### src/rtl/fetch_stage_pkg.sv
// Shared constants and helpers for the instruction-fetch stage.
// Imported by the interface, the program counter and the fetch stage top.
package fetch_stage_pkg;

    localparam int          INSTR_WIDTH      = 32;
    localparam int          JIDX_WIDTH       = 26;
    localparam logic [31:0] NOP_INSTR        = 32'h0000_0000;
    localparam logic [31:0] DEFAULT_RESET_PC = 32'h0000_0000;

    // J-format target keeps the top nibble of the sequential PC and word-aligns the index.
    function automatic logic [31:0] jumpTarget(input logic [31:0] pcPlus4,
                                               input logic [JIDX_WIDTH-1:0] jumpIndex);
        return {pcPlus4[31:28], jumpIndex, 2'b00};
    endfunction

endpackage

### src/rtl/fetch_stage_if.sv
// Control, instruction-memory and IF/ID bundle of the fetch stage.
// The fetch stage takes the slave view; whatever drives the stage takes the master view.
interface fetch_stage_if;
    import fetch_stage_pkg::*;

    logic                   stall;
    logic                   flush;
    logic                   branch_taken;
    logic [31:0]            branch_target;
    logic                   jump;
    logic [JIDX_WIDTH-1:0]  jump_index;
    logic [INSTR_WIDTH-1:0] instr_in;
    logic [31:0]            instr_address;
    logic [INSTR_WIDTH-1:0] ifid_instruction;
    logic [31:0]            ifid_pcplus4;
    logic                   ifid_valid;
    logic [31:0]            fetch_count;
    logic                   wrap_flag;

    modport master (
        output stall, flush, branch_taken, branch_target, jump, jump_index, instr_in,
        input  instr_address, ifid_instruction, ifid_pcplus4, ifid_valid, fetch_count, wrap_flag
    );

    modport slave (
        input  stall, flush, branch_taken, branch_target, jump, jump_index, instr_in,
        output instr_address, ifid_instruction, ifid_pcplus4, ifid_valid, fetch_count, wrap_flag
    );

endinterface

### src/rtl/fetch_stage_program_counter.sv
// PC register with its next-PC selection: reset, then redirect (jump over branch), then stall, else +4.
// Also reports whether this edge is a redirect or a plain sequential advance.
module program_counter
    import fetch_stage_pkg::*;
#(
    parameter logic [31:0] RESET_PC = DEFAULT_RESET_PC
) (
    input  logic                  clk,
    input  logic                  reset,
    input  logic                  stall,
    input  logic                  jump,
    input  logic                  branch_taken,
    input  logic [31:0]           branch_target,
    input  logic [JIDX_WIDTH-1:0] jump_index,
    output logic [31:0]           pc,
    output logic [31:0]           pc_plus4,
    output logic                  redirect,
    output logic                  advance
);

    logic [31:0] target;

    assign pc_plus4 = pc + 32'd4;
    assign redirect = jump | branch_taken;
    assign advance  = !reset && !redirect && !stall;

    // Branch targets are forced word-aligned; jump outranks branch.
    always_comb begin
        target = {branch_target[31:2], 2'b00};
        if (jump) begin
            target = jumpTarget(pc_plus4, jump_index);
        end
    end

    always_ff @(posedge clk) begin
        if (reset) begin
            pc <= RESET_PC;
        end else if (redirect) begin
            pc <= target;
        end else if (!stall) begin
            pc <= pc_plus4;
        end
    end

endmodule

### src/rtl/fetch_stage.sv
// Instruction-fetch stage: drives the external instruction memory from the PC and registers
// the returned word into IF/ID, counting delivered instructions and flagging PC wrap-around.
module fetch_stage
    import fetch_stage_pkg::*;
#(
    parameter logic [31:0] RESET_PC   = DEFAULT_RESET_PC,
    parameter int          IMEM_WORDS = 128
) (
    input  logic          clk,
    input  logic          reset,
    fetch_stage_if.slave  bus
);

    // IMEM_WORDS is expected to be a power of two (at least 2) so the word index is a bit field.
    localparam int                  IDX_BITS = $clog2(IMEM_WORDS);
    localparam logic [IDX_BITS-1:0] LAST_IDX = IDX_BITS'(IMEM_WORDS - 1);

    logic [31:0] pc;
    logic [31:0] pcPlus4;
    logic        redirect;
    logic        advance;
    logic        loadValid;

    program_counter #(
        .RESET_PC (RESET_PC)
    ) u_pc (
        .clk           (clk),
        .reset         (reset),
        .stall         (bus.stall),
        .jump          (bus.jump),
        .branch_taken  (bus.branch_taken),
        .branch_target (bus.branch_target),
        .jump_index    (bus.jump_index),
        .pc            (pc),
        .pc_plus4      (pcPlus4),
        .redirect      (redirect),
        .advance       (advance)
    );

    assign bus.instr_address = pc;
    assign loadValid         = !redirect && !bus.flush && !bus.stall;

    // Redirect squashes the wrong-path word fetched this cycle; there is no delay slot.
    always_ff @(posedge clk) begin
        if (reset || bus.flush || redirect) begin
            bus.ifid_instruction <= NOP_INSTR;
            bus.ifid_pcplus4     <= 32'h0;
            bus.ifid_valid       <= 1'b0;
        end else if (!bus.stall) begin
            bus.ifid_instruction <= bus.instr_in;
            bus.ifid_pcplus4     <= pcPlus4;
            bus.ifid_valid       <= 1'b1;
        end
    end

    always_ff @(posedge clk) begin
        if (reset) begin
            bus.fetch_count <= 32'h0;
        end else if (loadValid && bus.fetch_count != 32'hFFFF_FFFF) begin
            bus.fetch_count <= bus.fetch_count + 32'd1;
        end
    end

    // Only a sequential step off the last memory word counts as a wrap, never a redirect.
    always_ff @(posedge clk) begin
        if (reset) begin
            bus.wrap_flag <= 1'b0;
        end else if (advance && pc[IDX_BITS+1:2] == LAST_IDX) begin
            bus.wrap_flag <= 1'b1;
        end
    end

endmodule

### src/flat_wrapper.sv
// flat-port wrapper written by rule: the top's interface ports become plain ports
module fetch_stage_flat import fetch_stage_pkg::*;
#(
    parameter logic [31:0] RESET_PC   = DEFAULT_RESET_PC,
    parameter int          IMEM_WORDS = 128
)
  (clk, reset, bus_stall, bus_flush, bus_branch_taken, bus_branch_target, bus_jump, bus_jump_index, bus_instr_in, bus_instr_address, bus_ifid_instruction, bus_ifid_pcplus4, bus_ifid_valid, bus_fetch_count, bus_wrap_flag);
  fetch_stage_if bus_i ();
  input  logic clk;
  input  logic reset;
  input wire logic [$bits(bus_i.stall)-1:0] bus_stall;
  input wire logic [$bits(bus_i.flush)-1:0] bus_flush;
  input wire logic [$bits(bus_i.branch_taken)-1:0] bus_branch_taken;
  input wire logic [$bits(bus_i.branch_target)-1:0] bus_branch_target;
  input wire logic [$bits(bus_i.jump)-1:0] bus_jump;
  input wire logic [$bits(bus_i.jump_index)-1:0] bus_jump_index;
  input wire logic [$bits(bus_i.instr_in)-1:0] bus_instr_in;
  output wire logic [$bits(bus_i.instr_address)-1:0] bus_instr_address;
  output wire logic [$bits(bus_i.ifid_instruction)-1:0] bus_ifid_instruction;
  output wire logic [$bits(bus_i.ifid_pcplus4)-1:0] bus_ifid_pcplus4;
  output wire logic [$bits(bus_i.ifid_valid)-1:0] bus_ifid_valid;
  output wire logic [$bits(bus_i.fetch_count)-1:0] bus_fetch_count;
  output wire logic [$bits(bus_i.wrap_flag)-1:0] bus_wrap_flag;
  assign bus_i.stall = bus_stall;
  assign bus_i.flush = bus_flush;
  assign bus_i.branch_taken = bus_branch_taken;
  assign bus_i.branch_target = bus_branch_target;
  assign bus_i.jump = bus_jump;
  assign bus_i.jump_index = bus_jump_index;
  assign bus_i.instr_in = bus_instr_in;
  assign bus_instr_address = bus_i.instr_address;
  assign bus_ifid_instruction = bus_i.ifid_instruction;
  assign bus_ifid_pcplus4 = bus_i.ifid_pcplus4;
  assign bus_ifid_valid = bus_i.ifid_valid;
  assign bus_fetch_count = bus_i.fetch_count;
  assign bus_wrap_flag = bus_i.wrap_flag;
  fetch_stage #(.RESET_PC(RESET_PC), .IMEM_WORDS(IMEM_WORDS)) u_core (.clk(clk), .reset(reset), .bus(bus_i));
endmodule
### config.mk
export PLATFORM = sky130hd
export DESIGN_NAME = fetch_stage_flat
export DESIGN_NICKNAME = d
export VERILOG_FILES = /design/src/rtl/fetch_stage_pkg.sv /design/src/rtl/fetch_stage_if.sv /design/src/rtl/fetch_stage_program_counter.sv /design/src/rtl/fetch_stage.sv /design/src/flat_wrapper.sv
export SDC_FILE = /design/constraint.sdc
export NUM_CORES = 1
export LEC_CHECK = 0
export BUFFER_PORTS_ARGS = -buffer_cell sky130_fd_sc_hd__buf_2
export CAP_MARGIN = 20
export CELL_PAD_IN_SITES_DETAIL_PLACEMENT = 1
export CELL_PAD_IN_SITES_GLOBAL_PLACEMENT = 1
export CORE_ASPECT_RATIO = 0.9
export CORE_MARGIN = 1.5
export CORE_UTILIZATION = 39
export DETAILED_ROUTE_END_ITERATION = 6
export PLACE_DENSITY_LB_ADDON = 0.1
export SYNTH_ARGS = -nofsm -noshare
export SYNTH_HDL_FRONTEND = slang
export SYNTH_HIERARCHICAL = 1
export SYNTH_SLANG_ARGS = --single-unit
### constraint.sdc
create_clock -name clk -period 6.52 [get_ports clk]
set_clock_uncertainty 0.15 [all_clocks]
set_input_delay 0.652 -clock clk [delete_from_list [all_inputs] [get_ports clk]]
set_output_delay 0.652 -clock clk [all_outputs]
set_load 0.02 [all_outputs]
==> flow_summary.yaml <==
global_route:
  grt_max_degree: 55
  antenna_found_initial: 2
  overflow: 0
  grt_pass1_wl_um: 33100
  grt_usage: 0.236
  grt_pass1_vias: 6456
critical_path:
  critPathMaxFanout: 33
  crit_path_top_delay_cell: "nor2_1"
  cp_top_family: "simple AND/OR/NAND/NOR gates"
  cp-start-kind: "primary input"
  critPathRequiredTime_ns: 6.70
  critical_path_class: "primary input to flop"
  arrival_ns: 4.14
  crit_buf_inv: 2
  crit_path_cell_trace: "buf_2 > nor2_1 > inv_1 > nor3_1 > nand2_1 > or3_4 > or4_1 > a21oi_1"
  crit_path_end_kind: "flop"
  max_stage_delay_ns: 0.87
flow_run:
  max-cap-violations: 0
final_layout:
  final_nets: 1045
  multiInputGateArea_um2: 3570
  area_delta_synth_final_pct: 26.8
  fillers: 2015
  final-seq-area_um2: 2560
  drive_gt1_frac: 0.285
  fin_cells: 1167
synthesis:
  synth_seq_area_share: 0.400
  yosys_warnings: 6
  ys_ff_latch: 128
  netlist_area_um2: 6410
  syn-mean-instance-area_um2: 8.47
  synth_edf_count: 0
  async_flop_share: 0
  syn_inst: 757
  ys.flop_type: "dfxtp_1"
  synthDistinctLibCells: 49
clock_network:
  clk_latency_ns: 0.41
  clk_pin_slew_ns: 0.06
  htree_levels: 4
  postCtsSetupBuffers: 0
  clock_path_buffers: 2
  root_buffer: "clkbuf_16"
  hold_buffers: 0
  tritoncts: "done"
  cts_buffers: 17
  ctsResizeCount: 0
  clock_sinks: 128
placed_design:
  hpwl_um: 14800
  pre_cts_ws_ns: 2.23
  place_congestion: 0.818
  dp.cells: 1134
  port_buffers: 221
floorplan:
  dieArea_um2: 17200
  start_util: 0.398
  core_area_um2: 16100
  fp.dieW_um: 138
  rows: 44
  io_pins: 226
  die_h_um: 125
sta:
  setup_tns_ns: 0
  finalCriticalPeriod_ns: 3.95
  rsz0062_at_grt: "false"
  max_freq_mhz: 253
  worst_pin_slew_ns: 1.03
  hold_viol: 0
  drv_slew: 0
  finalSetupViolCount: 0
  fin_crit_sh: 0.607
  fin_ws_ns: 2.57
  max_slew_margin: 0.311
outcome:
  outcome: "finished clean"
power_and_ir_drop:
  power_per_cell_area_nw_per_um2: 234
  leakagePower_nw: 3.55
  totalPowerFinal_mw: 1.91
  vdd_ir_drop_max_v: 0.000176
hold_path:
  min_path_type: "flop to flop"
route:
  viasPerCell: 5.45
  drt_iter0_drc: 274
  postRouteAntennaNets: 0
  detail_route.wirelength_um: 20500
  drcViolationCount: 0
  dr.pass1.iters: 4
  num_vias: 6356
  avgRoutedWirePerCell_um: 17.6
layer usage:
metal,vias to the layer above,routed length (um),GRT usage
met1,3089,8870,0.282
met3,29,1100,0.0642
met5,-,13,0
met4,2,404,0.0774
met2,159,10100,0.411
li1,3077,-,-
per-stage QoR:
stage / hold WS [ns] / utilization / instance area (um2)
after floorplan: 0.372 / - / 6420
after global placement: 0.282 / 0.470 / 7570
after detailed placement: 0.297 / 0.470 / 7570
after CTS: 0.305 / 0.503 / 8110
after global routing: 0.318 / 0.504 / 8130
final: 0.301 / 0.504 / 8130
logic make-up (layout without fill, tap and decap cells):
group / after synthesis / in the layout / share of synthesized area
multiplexers: 75 / 75 / 0.117
other: 1 / 5 / 0.000585
XOR/XNOR: 49 / 49 / 0.0669
adder cells (fa/ha/maj): 2 / 2 / 0.00390
AND/OR/NAND/NOR: 307 / 307 / 0.246
flip-flops: 128 / 128 / 0.400
AO/OA/AOI/OAI: 125 / 125 / 0.120
buffers and inverters: 70 / 269 / 0.0455
state kept, by name, summed over array words and instances (netlist names):
| signal | count |
|---|---|
| u_core/bus.fetch_count | 32 |
| u_core/bus.ifid_instruction | 32 |
| u_core/bus.ifid_pcplus4 | 32 |
| u_core/u_pc/pc | 30 |
| u_core/bus.ifid_valid | 1 |
| u_core/bus.wrap_flag | 1 |
worst min-delay path: stages, from the launching register on:
cell and delay, ns:
dfxtp_1 0.30, inv_1 0.04, a21oi_1 0.05
synth_stat cells, types with 3 or more instances:
cell type,instances,area share
dfxtp_1,128,0.40
nor2_1,112,0.066
mux2i_1,74,0.12
nand2_1,46,0.027
a21oi_1,44,0.034
xnor2_1,33,0.045
clkbuf_1,32,0.019
o31ai_1,25,0.029
nand4_1,23,0.022
o21ai_0,19,0.015
nand3_1,18,0.014
or4_1,18,0.021
xor2_1,16,0.022
nor3_1,15,0.012
o22ai_1,15,0.015
inv_1,13,0.0076
nor4_1,13,0.013
buf_1,12,0.0070
a211oi_1,9,0.011
and3_1,9,0.0088
nand2b_1,9,0.0088
buf_2,8,0.0062
or3_1,7,0.0068
and2_1,6,0.0059
or2_2,6,0.0059
and4_1,5,0.0068
buf_4,5,0.0059
a2111oi_0,4,0.0055
nor2b_1,4,0.0039
or4_4,3,0.0053
final timing paths:
path,cells after the start,start,to,slack (ns)
setup / recovery,8,bus_branch_taken,u_core/bus.fetch_count[30]$_SDFFE_PP0P_,2.57
hold / removal,2,u_core/bus.ifid_valid$_SDFFE_PP0N_,u_core/bus.ifid_valid$_SDFFE_PP0N_,0.30
hold reg to reg,2,u_core/bus.ifid_valid$_SDFFE_PP0N_,u_core/bus.ifid_valid$_SDFFE_PP0N_,0.30
setup reg to reg,6,u_core/bus.fetch_count[18]$_SDFFE_PP0P_,u_core/bus.fetch_count[31]$_SDFFE_PP0P_,3.60
area by class of cell:
| type | count | area share |
|---|---|---|
| sequential | 128 | 0.315 |
| clock inverter | 11 | 0.0114 |
| multi-input combinational | 562 | 0.439 |
| clock buffer | 20 | 0.0549 |
| antenna | 1 | 0.000308 |
| inverter | 13 | 0.00600 |
| timing repair buffer | 225 | 0.141 |
| tap | 207 | 0.0319 |
cells in the final DEF (no fill, tap or decap), types with 13 or more instances in the layout:
| cell type | netlist | layout |
|---|---|---|
| a21oi_1 | 44 | 44 |
| buf_2 | 8 | 220 |
| clkbuf_16 | 0 | 17 |
| dfxtp_1 | 128 | 128 |
| inv_1 | 13 | 13 |
| mux2i_1 | 74 | 74 |
| nand2_1 | 46 | 46 |
| nand3_1 | 18 | 18 |
| nand4_1 | 23 | 23 |
| nor2_1 | 112 | 112 |
| nor3_1 | 15 | 15 |
| nor4_1 | 13 | 13 |
| o21ai_0 | 19 | 19 |
| o22ai_1 | 15 | 15 |
| o31ai_1 | 25 | 25 |
| or4_1 | 18 | 18 |
| xnor2_1 | 33 | 33 |
| xor2_1 | 16 | 16 |
power by group:
group | total [mW] | leakage (nW) | internal, mW | switching, mW
Clock | 0.875 | 0.253 | 0.528 | 0.348
Sequential | 0.832 | 1.04 | 0.801 | 0.0310
Combinational | 0.199 | 2.26 | 0.0830 | 0.116
Total | 1.91 | 3.55 | 1.41 | 0.494
Note: power is estimated with default switching activity, not from simulation.
